==> config.mk <==
export PLATFORM = sky130hd
export DESIGN_NAME = sat_sweep_controller
export DESIGN_NICKNAME = d
export VERILOG_FILES = /design/src/rtl/sat_sweep_controller.sv
export SDC_FILE = /design/constraint.sdc
export NUM_CORES = 1
export LEC_CHECK = 0
export CAP_MARGIN = 20
export CORE_ASPECT_RATIO = 2
export CORE_MARGIN = 1
export CORE_UTILIZATION = 50
export CTS_BUF_LIST = sky130_fd_sc_hd__clkbuf_8
export CTS_CLUSTER_SIZE = 16
export DETAILED_ROUTE_END_ITERATION = 6
export HOLD_SLACK_MARGIN = 0.12
export PLACE_DENSITY = 0.71
export SLEW_MARGIN = 20
export SYNTH_ARGS = -nofsm -noshare
export SYNTH_HDL_FRONTEND = slang
export SYNTH_SLANG_ARGS = --single-unit
==> constraint.sdc <==
create_clock -name clk -period 10.8 [get_ports clk]
set_clock_uncertainty 0.1 [all_clocks]
set_input_delay 1.08 -clock clk [delete_from_list [all_inputs] [get_ports clk]]
set_output_delay 1.08 -clock clk [all_outputs]
set_load 0.01 [all_outputs]
==> src/rtl/sat_sweep_controller.sv <==
// rtl/sat_sweep_controller.sv - exhaustive CNF sweep controller driving a combinational clause evaluator
// Optional evals counter enabled by defining SAT_SWEEP_PERF_CNT_EN.
module sat_sweep_controller #(
    parameter int NUM_CLAUSES         = 16,
    parameter int NUM_VARS_PER_CLAUSE = 3,
    parameter int NUM_VARS            = 8,
    localparam int LIT_W              = $clog2(NUM_VARS) + 2,
    localparam int ADDR_W             = $clog2(NUM_CLAUSES)
) (
    input  logic                                     clk,
    input  logic                                     rst,
    input  logic                                     cfg_we,
    input  logic [ADDR_W-1:0]                        cfg_addr,
    input  logic                                     cfg_en,
    input  logic [NUM_VARS_PER_CLAUSE*LIT_W-1:0]     cfg_lits,
    input  logic                                     start,
    input  logic                                     abort,
    output logic                                     busy,
    output logic                                     done,
    output logic                                     sat,
    output logic [NUM_VARS-1:0]                      model,
    output logic [NUM_VARS:0]                        evals,
    output logic [NUM_CLAUSES*NUM_VARS_PER_CLAUSE-1:0] eval_clauses,
    input  logic                                     eval_unsat
);

    localparam int NS = NUM_VARS_PER_CLAUSE;
    localparam int NB = NUM_CLAUSES * NUM_VARS_PER_CLAUSE;
    localparam logic [NUM_VARS:0] LAST_CAND = {1'b0, {NUM_VARS{1'b1}}};

    typedef enum logic {
        S_IDLE = 1'b0,
        S_RUN  = 1'b1
    } state_t;

    state_t                  r_state;
    state_t                  w_state_nxt;

    logic                    r_en   [NUM_CLAUSES];
    logic [NS*LIT_W-1:0]     r_lits [NUM_CLAUSES];

    logic [NUM_VARS-1:0]     r_tag;
    logic                    r_tag_vld;
    logic [NUM_VARS:0]       r_next;
    logic                    r_sat;
    logic                    r_done;
    logic [NUM_VARS-1:0]     r_model;
    logic [NB-1:0]           r_eval_clauses;

    logic                    w_launch;
    logic                    w_found;
    logic                    w_issue;
    logic                    w_exhaust;
    logic                    w_leave;
    logic [NUM_VARS-1:0]     w_cand;
    logic [NB-1:0]           w_false_vec;

    // An invalid slot reads as false so it can never satisfy its clause.
    function automatic logic lit_false(input logic [LIT_W-1:0] lit,
                                       input logic [NUM_VARS-1:0] cand);
        int   idx;
        logic val;
        idx = 0;
        val = 1'b0;
        for (int b = 0; b < LIT_W - 2; b++) begin
            if (lit[b]) idx = idx + (1 << b);
        end
        for (int v = 0; v < NUM_VARS; v++) begin
            if (idx == v) val = cand[v];
        end
        if (!lit[LIT_W-1]) lit_false = 1'b1;
        else               lit_false = (val == lit[LIT_W-2]);
    endfunction

    always_ff @(posedge clk or posedge rst) begin
        if (rst) r_state <= S_IDLE;
        else     r_state <= w_state_nxt;
    end

    always_comb begin
        w_state_nxt = r_state;
        w_launch    = 1'b0;
        w_found     = 1'b0;
        w_issue     = 1'b0;
        w_exhaust   = 1'b0;
        w_leave     = 1'b0;
        case (r_state)
            S_IDLE: begin
                if (start) begin
                    w_launch    = 1'b1;
                    w_state_nxt = S_RUN;
                end
            end
            S_RUN: begin
                if (abort) begin
                    w_leave = 1'b1;
                end else if (r_tag_vld && !eval_unsat) begin
                    w_found = 1'b1;
                    w_leave = 1'b1;
                end else if (r_next <= LAST_CAND) begin
                    w_issue = 1'b1;
                end else begin
                    w_exhaust = 1'b1;
                    w_leave   = 1'b1;
                end
                if (w_leave) w_state_nxt = S_IDLE;
            end
            default: w_state_nxt = S_IDLE;
        endcase
    end

    // A single evaluator serves both the launch (candidate 0) and the running sweep.
    assign w_cand = w_launch ? '0 : r_next[NUM_VARS-1:0];

    always_comb begin
        w_false_vec = '0;
        for (int c = 0; c < NUM_CLAUSES; c++) begin
            for (int j = 0; j < NS; j++) begin
                if (r_en[c]) w_false_vec[c*NS + j] = lit_false(r_lits[c][j*LIT_W +: LIT_W], w_cand);
            end
        end
    end

    always_ff @(posedge clk or posedge rst) begin
        if (rst) begin
            for (int c = 0; c < NUM_CLAUSES; c++) begin
                r_en[c]   <= 1'b0;
                r_lits[c] <= '0;
            end
            r_tag          <= '0;
            r_tag_vld      <= 1'b0;
            r_next         <= '0;
            r_sat          <= 1'b0;
            r_done         <= 1'b0;
            r_model        <= '0;
            r_eval_clauses <= '0;
        end else begin
            r_done <= 1'b0;
            if (cfg_we && r_state == S_IDLE && int'(cfg_addr) < NUM_CLAUSES) begin
                r_en[cfg_addr]   <= cfg_en;
                r_lits[cfg_addr] <= cfg_lits;
            end
            if (w_launch) begin
                r_eval_clauses <= w_false_vec;
                r_tag          <= '0;
                r_tag_vld      <= 1'b1;
                r_next         <= {{NUM_VARS{1'b0}}, 1'b1};
                r_sat          <= 1'b0;
                r_model        <= '0;
            end
            if (w_issue) begin
                r_eval_clauses <= w_false_vec;
                r_tag          <= r_next[NUM_VARS-1:0];
                r_next         <= r_next + 1'b1;
            end
            if (w_found) begin
                r_sat   <= 1'b1;
                r_model <= r_tag;
                r_done  <= 1'b1;
            end
            if (w_exhaust) begin
                r_sat  <= 1'b0;
                r_done <= 1'b1;
            end
            if (w_leave) begin
                r_eval_clauses <= '0;
                r_tag_vld      <= 1'b0;
            end
        end
    end

`ifdef SAT_SWEEP_PERF_CNT_EN
    logic              w_check;
    logic [NUM_VARS:0] r_evals;

    // Abort suppresses the count so evals holds its pre-abort value.
    assign w_check = (r_state == S_RUN) && !abort && r_tag_vld;

    always_ff @(posedge clk or posedge rst) begin
        if (rst)           r_evals <= '0;
        else if (w_launch) r_evals <= '0;
        else if (w_check)  r_evals <= r_evals + 1'b1;
    end

    assign evals = r_evals;
`else
    assign evals = '0;
`endif

    assign busy         = (r_state == S_RUN);
    assign done         = r_done;
    assign sat          = r_sat;
    assign model        = r_model;
    assign eval_clauses = r_eval_clauses;

endmodule

# [After elaboration in Yosys (flattened, before gate mapping)]
# Index checks and enable logic that the tools add are counted.
# W data, S select, Z words.
[totals] reg_bits=333 latch_bits=0 mem_bits_rw=0 romBits=0 inputBits=26 output_inout_bits=68 n_memories=0
[classes] add_sub_neg=97 multipliers=0 div=0 order_cmp=3 eq_ne=384 shift=0 muxes=857 bitwise=2 n_reduce_logical=57
[op_table] op="$mux W32" n=240
[op_table] op="$eq A32 B4 Y1 const B" n=192
[op_table] op="$eq A32 B3 Y1 const B" n=96
[op_table] op="$add A32 B3 Y32 const B" n=48
[op_table] op="$add A32 B4 Y32 const B" n=48
[op_table] op="$eq A32 B2 Y1 const B" n=48
[op_table] op="$logic_not A32 Y1" n=48
[op_table] op="$mux W1" n=602
[op_table] op="$bwmux W240" n=1
[op_table] op="$mux W48" n=3
[op_table] op="$demux W15 S4" n=1
[op_table] op="$eq A1 B1 Y1" n=48
[op_table] op="$mux W8" n=4
[op_table] op="$mux W9" n=2
[op_table] op="$bwmux W16" n=1
[op_table] op="$mux W15" n=1
[op_table] op="$add A9 B1 Y9 const B" n=1
[op_table] op="$le A9 B8 Y1 const B" n=1
[op_table] op="$reduce_bool A2 Y1" n=3
[op_table] op="$reduce_bool A3 Y1" n=2
[op_table] op="$ge A5 B5 Y1 const B" n=1
[op_table] op="$lt A5 B1 Y1 const B" n=1
[op_table] op="$not A4 Y5" n=1
[op_table] op="$demux W1 S4" n=1
[op_table] op="4 further kinds" n=6

# [Longest topological paths before layout]
[logic_depth] ltp_word=24 mapped_depth=13 ltp_nobuf=11

# [Worst setup path before layout]
# OpenSTA, ideal clock, no wires.
[synth_path] kind="input -> register" startpoint="in cfg_addr[2]" endpoint="reg r_en[1] (netlist name)" setup_time_ns=0.128 t_arrival_ns=2.343 slack_ns=8.230 stages=5 n_path_buf=2 path_cell_list="clkbuf_2 nand3_2 nor3b_4 buf_4 mux2_1"
[synth_via] elab_chain_len=6
[synth_lines] item="from (decl)" line_no="13" text="input logic [ADDR_W-1:0] cfg_addr,"
[synth_lines] item="$not A4 Y5 (not written as such) (*)" line_no="140" text="r_en[cfg_addr] <= cfg_en;"
[synth_lines] item="$ge A5 B5 Y1 (not written as such) / $lt A5 B1 Y1 (equally long branches)" line_no="140"
[synth_lines] item="$logic_and A1 B1 Y1 (not written as such)" line_no="140"
[synth_lines] item="$mux W1 (not written as such)" line_no="140"
[synth_lines] item="$demux W1 S4 (*)" line_no="140"
[synth_lines] item="$bwmux W16 (*)" line_no="140"
[synth_lines] item="to (signal, indexed assignment)" line_no="140"
[synth_lines] item="to (decl)" line_no="39" text="logic r_en [NUM_CLAUSES];"
# Mark *: on every way between the ends. The rest lies on a longest branch, timed or not.
# A chain may end at the register's enable or synchronous reset.

# [Final worst setup path]
[layout_path] startpoint="reg r_state (netlist: busy)" endpoint="out busy"
[layout_lines] item="from (decl)" line_no="36" text="state_t r_state;"
[layout_lines] item="from (signal assigned)" line_no="77" text="else r_state <= w_state_nxt;"
[layout_lines] item="to (decl)" line_no="18" text="output logic busy,"
# No word-level cell between the ends.

==> results.txt <==
critical path data required time: 9.62 ns
area of the die: 35400 µm²
Post-CTS Resized: 0
Slew Limit Headroom: 20.5%
gpl congestion: 0.791
largest net degree at the start of global routing: 131
initial antenna violation count: 2
Total Nets Final: 1421
final std cells w/o fill: 1874
PwrDens: 216 nW/µm²
combinational share of power: 30.8%
VDD IR max: 0.105 mV
Startpoint Class: register
max-slew violation count: 0
CTS H-tree lvls: 2
Reg power frac: 44.5%
Seq/Total Area, Yosys: 48.1%
first-pass GRT wire length: 72000 µm
Max clock buf depth: 3
R2R Setup Slk: 7.11 ns
Clock Latency Late Sink: 0.60 ns
Max Fclk: 269 MHz
met2 GRT Util: 47.0%
fin crit period: 3.71 ns
IO Port Bufs: 84
Hold WS: 0.383 ns
clock root cell: clkbuf_8
RR Endpoint: eval_clauses[12]
Ports: 94
drt via density: 6.41
vias in the first global route: 12500
Mapped Cells: 1343
crit path max fanout: 39
clock slew at reported path FFs: 0.07 ns
synth warn: 0
clk sink count: 333
cts bufs inserted: 48
core box area: 34200 µm²
Crit. Startpoint: busy
Place WS: 7.12 ns
CTS tree: done
Top FF cell, synth: dfrtp_1
die width: 134 µm
Crit Path Class: register to primary output
drt drc: 0
MaxCap Viol Count: 0
Hold/Removal Path Class: register to register
share of cells above drive strength 1: 34.5%
Mapped Area: 17300 µm²
Switch Pwr: 0.00136 W
async set-or-reset flop fraction in the synthesized netlist: 100%
DR iter-0 viols: 1001
worst setup path endpoint: busy
all-layer global routing usage: 27.1%
gr busiest metal: met2
worst reg2reg path depth: 13
final hold violations: 0
global route overflow: 0
Rows: 96
Worst-Margin Slew: 1.19 ns
Setup violations, final: 0
Yosys reg bits: 333
setup TNS: 0 ns
CP endpoint kind: primary output
Initial Utilization: 50.6%
outcome: completed
dpl cells: 1783
area grow syn2layout: 11.9%
post-route setup slack: 7.09 ns
final core occ: 56.6%
Total Wirelength: 47100 µm
Pre-Repair DR Iteration Count: 5
Post-synth EDFFs: 0
Avg Inst Size Synth: 12.9 µm²
post-DP HPWL: 26600 µm
clock network power share: 24.8%
Int Pwr: 0.00284 W
Yosys cell types: 52
Avg WL per Cell: 25.1 µm
Reg-to-Reg Start: r_next[1]
Final period util: 34.4%
# hold bufs at CTS: 0
ANT nets after route: 0
met1 Use GR: 31.5%
RSZ-0062 raised after global routing: false
met3 Track Usage GR: 3.43%
leakage: 8.19 nW
postcts setup bufs: 0
sw frac: 32.4%
via count: 12000
crit path DAT: 2.53 ns
die height: 265 µm
## Yosys cell counts (all sizes together), types with 2 or more instances
library cell	n	area share [%]
o211a	2	0.12
nor3b	37	1.8
nor2	94	2.1
o2111ai	14	0.71
mux4	94	12
mux2i	20	1.2
dfrtp	333	48
nand3	42	1.2
inv	3	0.065
nor2b	20	0.77
buf	46	1.8
nand2	113	2.5
mux2	288	19
a31oi	4	0.14
o21ai	47	1.4
a22o	2	0.10
and3	5	0.21
ha	2	0.14
a221oi	34	2.4
nand2b	4	0.19
nand3b	2	0.087
a21oi	53	1.5
clkbuf	71	1.6
## cells by family after synthesis
group / count (synthesis) / synth area share [%]
buffers and inverters: 120 / 3.40
DFF: 333 / 48.1
xor gates and xnor gates: 2 / 0.101
adders and majority gates: 2 / 0.144
muxes: 402 / 32.3
AOI/OAI and AO/OA: 159 / 6.54
other: 1 / 0.0217
and+or+nand+nor: 324 / 9.33
## registers in the layout, summed over array words and instances (netlist names)
signal / cells
r_lits: 240
eval_clauses: 48
r_en: 16
r_next: 9
model: 8
r_tag: 8
busy: 1
done: 1
r_tag_vld: 1
sat: 1
## cells in the final DEF (no fill, tap or decap), types with 2 or more instances in the layout
master and count:
dfrtp_1 332, mux2_2 271, nand2_1 107, nor2_1 91
mux4_2 83, clkdlybuf4s50_1 83, clkbuf_8 68, a21oi_1 53
o21ai_0 46, nand3_1 41, nor3b_1 34, buf_4 24
inv_1 20, mux2i_1 20, nor2b_1 19, a221oi_2 19
mux2_1 17, a221oi_1 15, o2111ai_1 14, mux4_1 11
conb_1 9, nand2_2 6, and3_1 4, a31oi_1 4
nor3b_4 3, diode_2 2, nand2b_1 2, nor2_2 2
nand3b_1 2, o211a_1 2, a22o_1 2, ha_1 2
clkinvlp_4 2
## worst max-delay path: stages (launching register included)
cell	delay, ns
dfrtp_2	0.67
buf_4	0.58
clkdlybuf4s50_1	0.65
## layout make-up
type / count / area (µm²)
Sequential cell: 333 / 8330
Clock buffer: 67 / 922
Fill cell: 2842 / 14800
Multi-Input combinational cell: 898 / 8440
Antenna cell: 2 / 5.00
Timing Repair Buffer: 109 / 1030
Inverter: 3 / 18.8
Tap cell: 441 / 552
Clock inverter: 21 / 86.3
## routing by layer
layer  share of wire, %  wire (µm)
met3                5.5       2580
met5              0.028         13
met1                 37      17400
met4                6.0       2810
met2                 52      24300
## power by group through the flow
| stage | clock network, W | logic [W] | registers, W |
|---|---|---|---|
| 2_1_floorplan | 0 | 0.000918 | 0.00183 |
| 3_3_place_gp | 0 | 0.00125 | 0.00186 |
| 3_5_place_dp | 0 | 0.00129 | 0.00188 |
| 4_1_cts | 0.00106 | 0.00129 | 0.00186 |
| 5_1_grt | 0.00111 | 0.00137 | 0.00191 |
| 6_report | 0.00104 | 0.00129 | 0.00187 |
## per-stage QoR
step	instance area, µm²	total power (W)
floorplan	17300	0.00275
global placement	18400	0.00311
detailed placement	18400	0.00317
CTS	19400	0.00421
global route	19400	0.00439
finish	19400	0.00420
## worst min path at each step
| stage | slack (ns) | from | cells past startpoint | endpoint |
|---|---|---|---|---|
| floorplan | 0.35 | r_tag[1] | 2 | model[1] |
| global placement | 0.36 | r_tag[1] | 2 | model[1] |
| detailed placement | 0.37 | r_tag[1] | 2 | model[1] |
| CTS | 0.39 | r_tag[3] | 2 | model[3] |
| global route | 0.41 | r_tag[3] | 2 | model[3] |
| finish | 0.38 | r_tag[5] | 2 | model[5] |
Power figures use the tool's default switching activity.
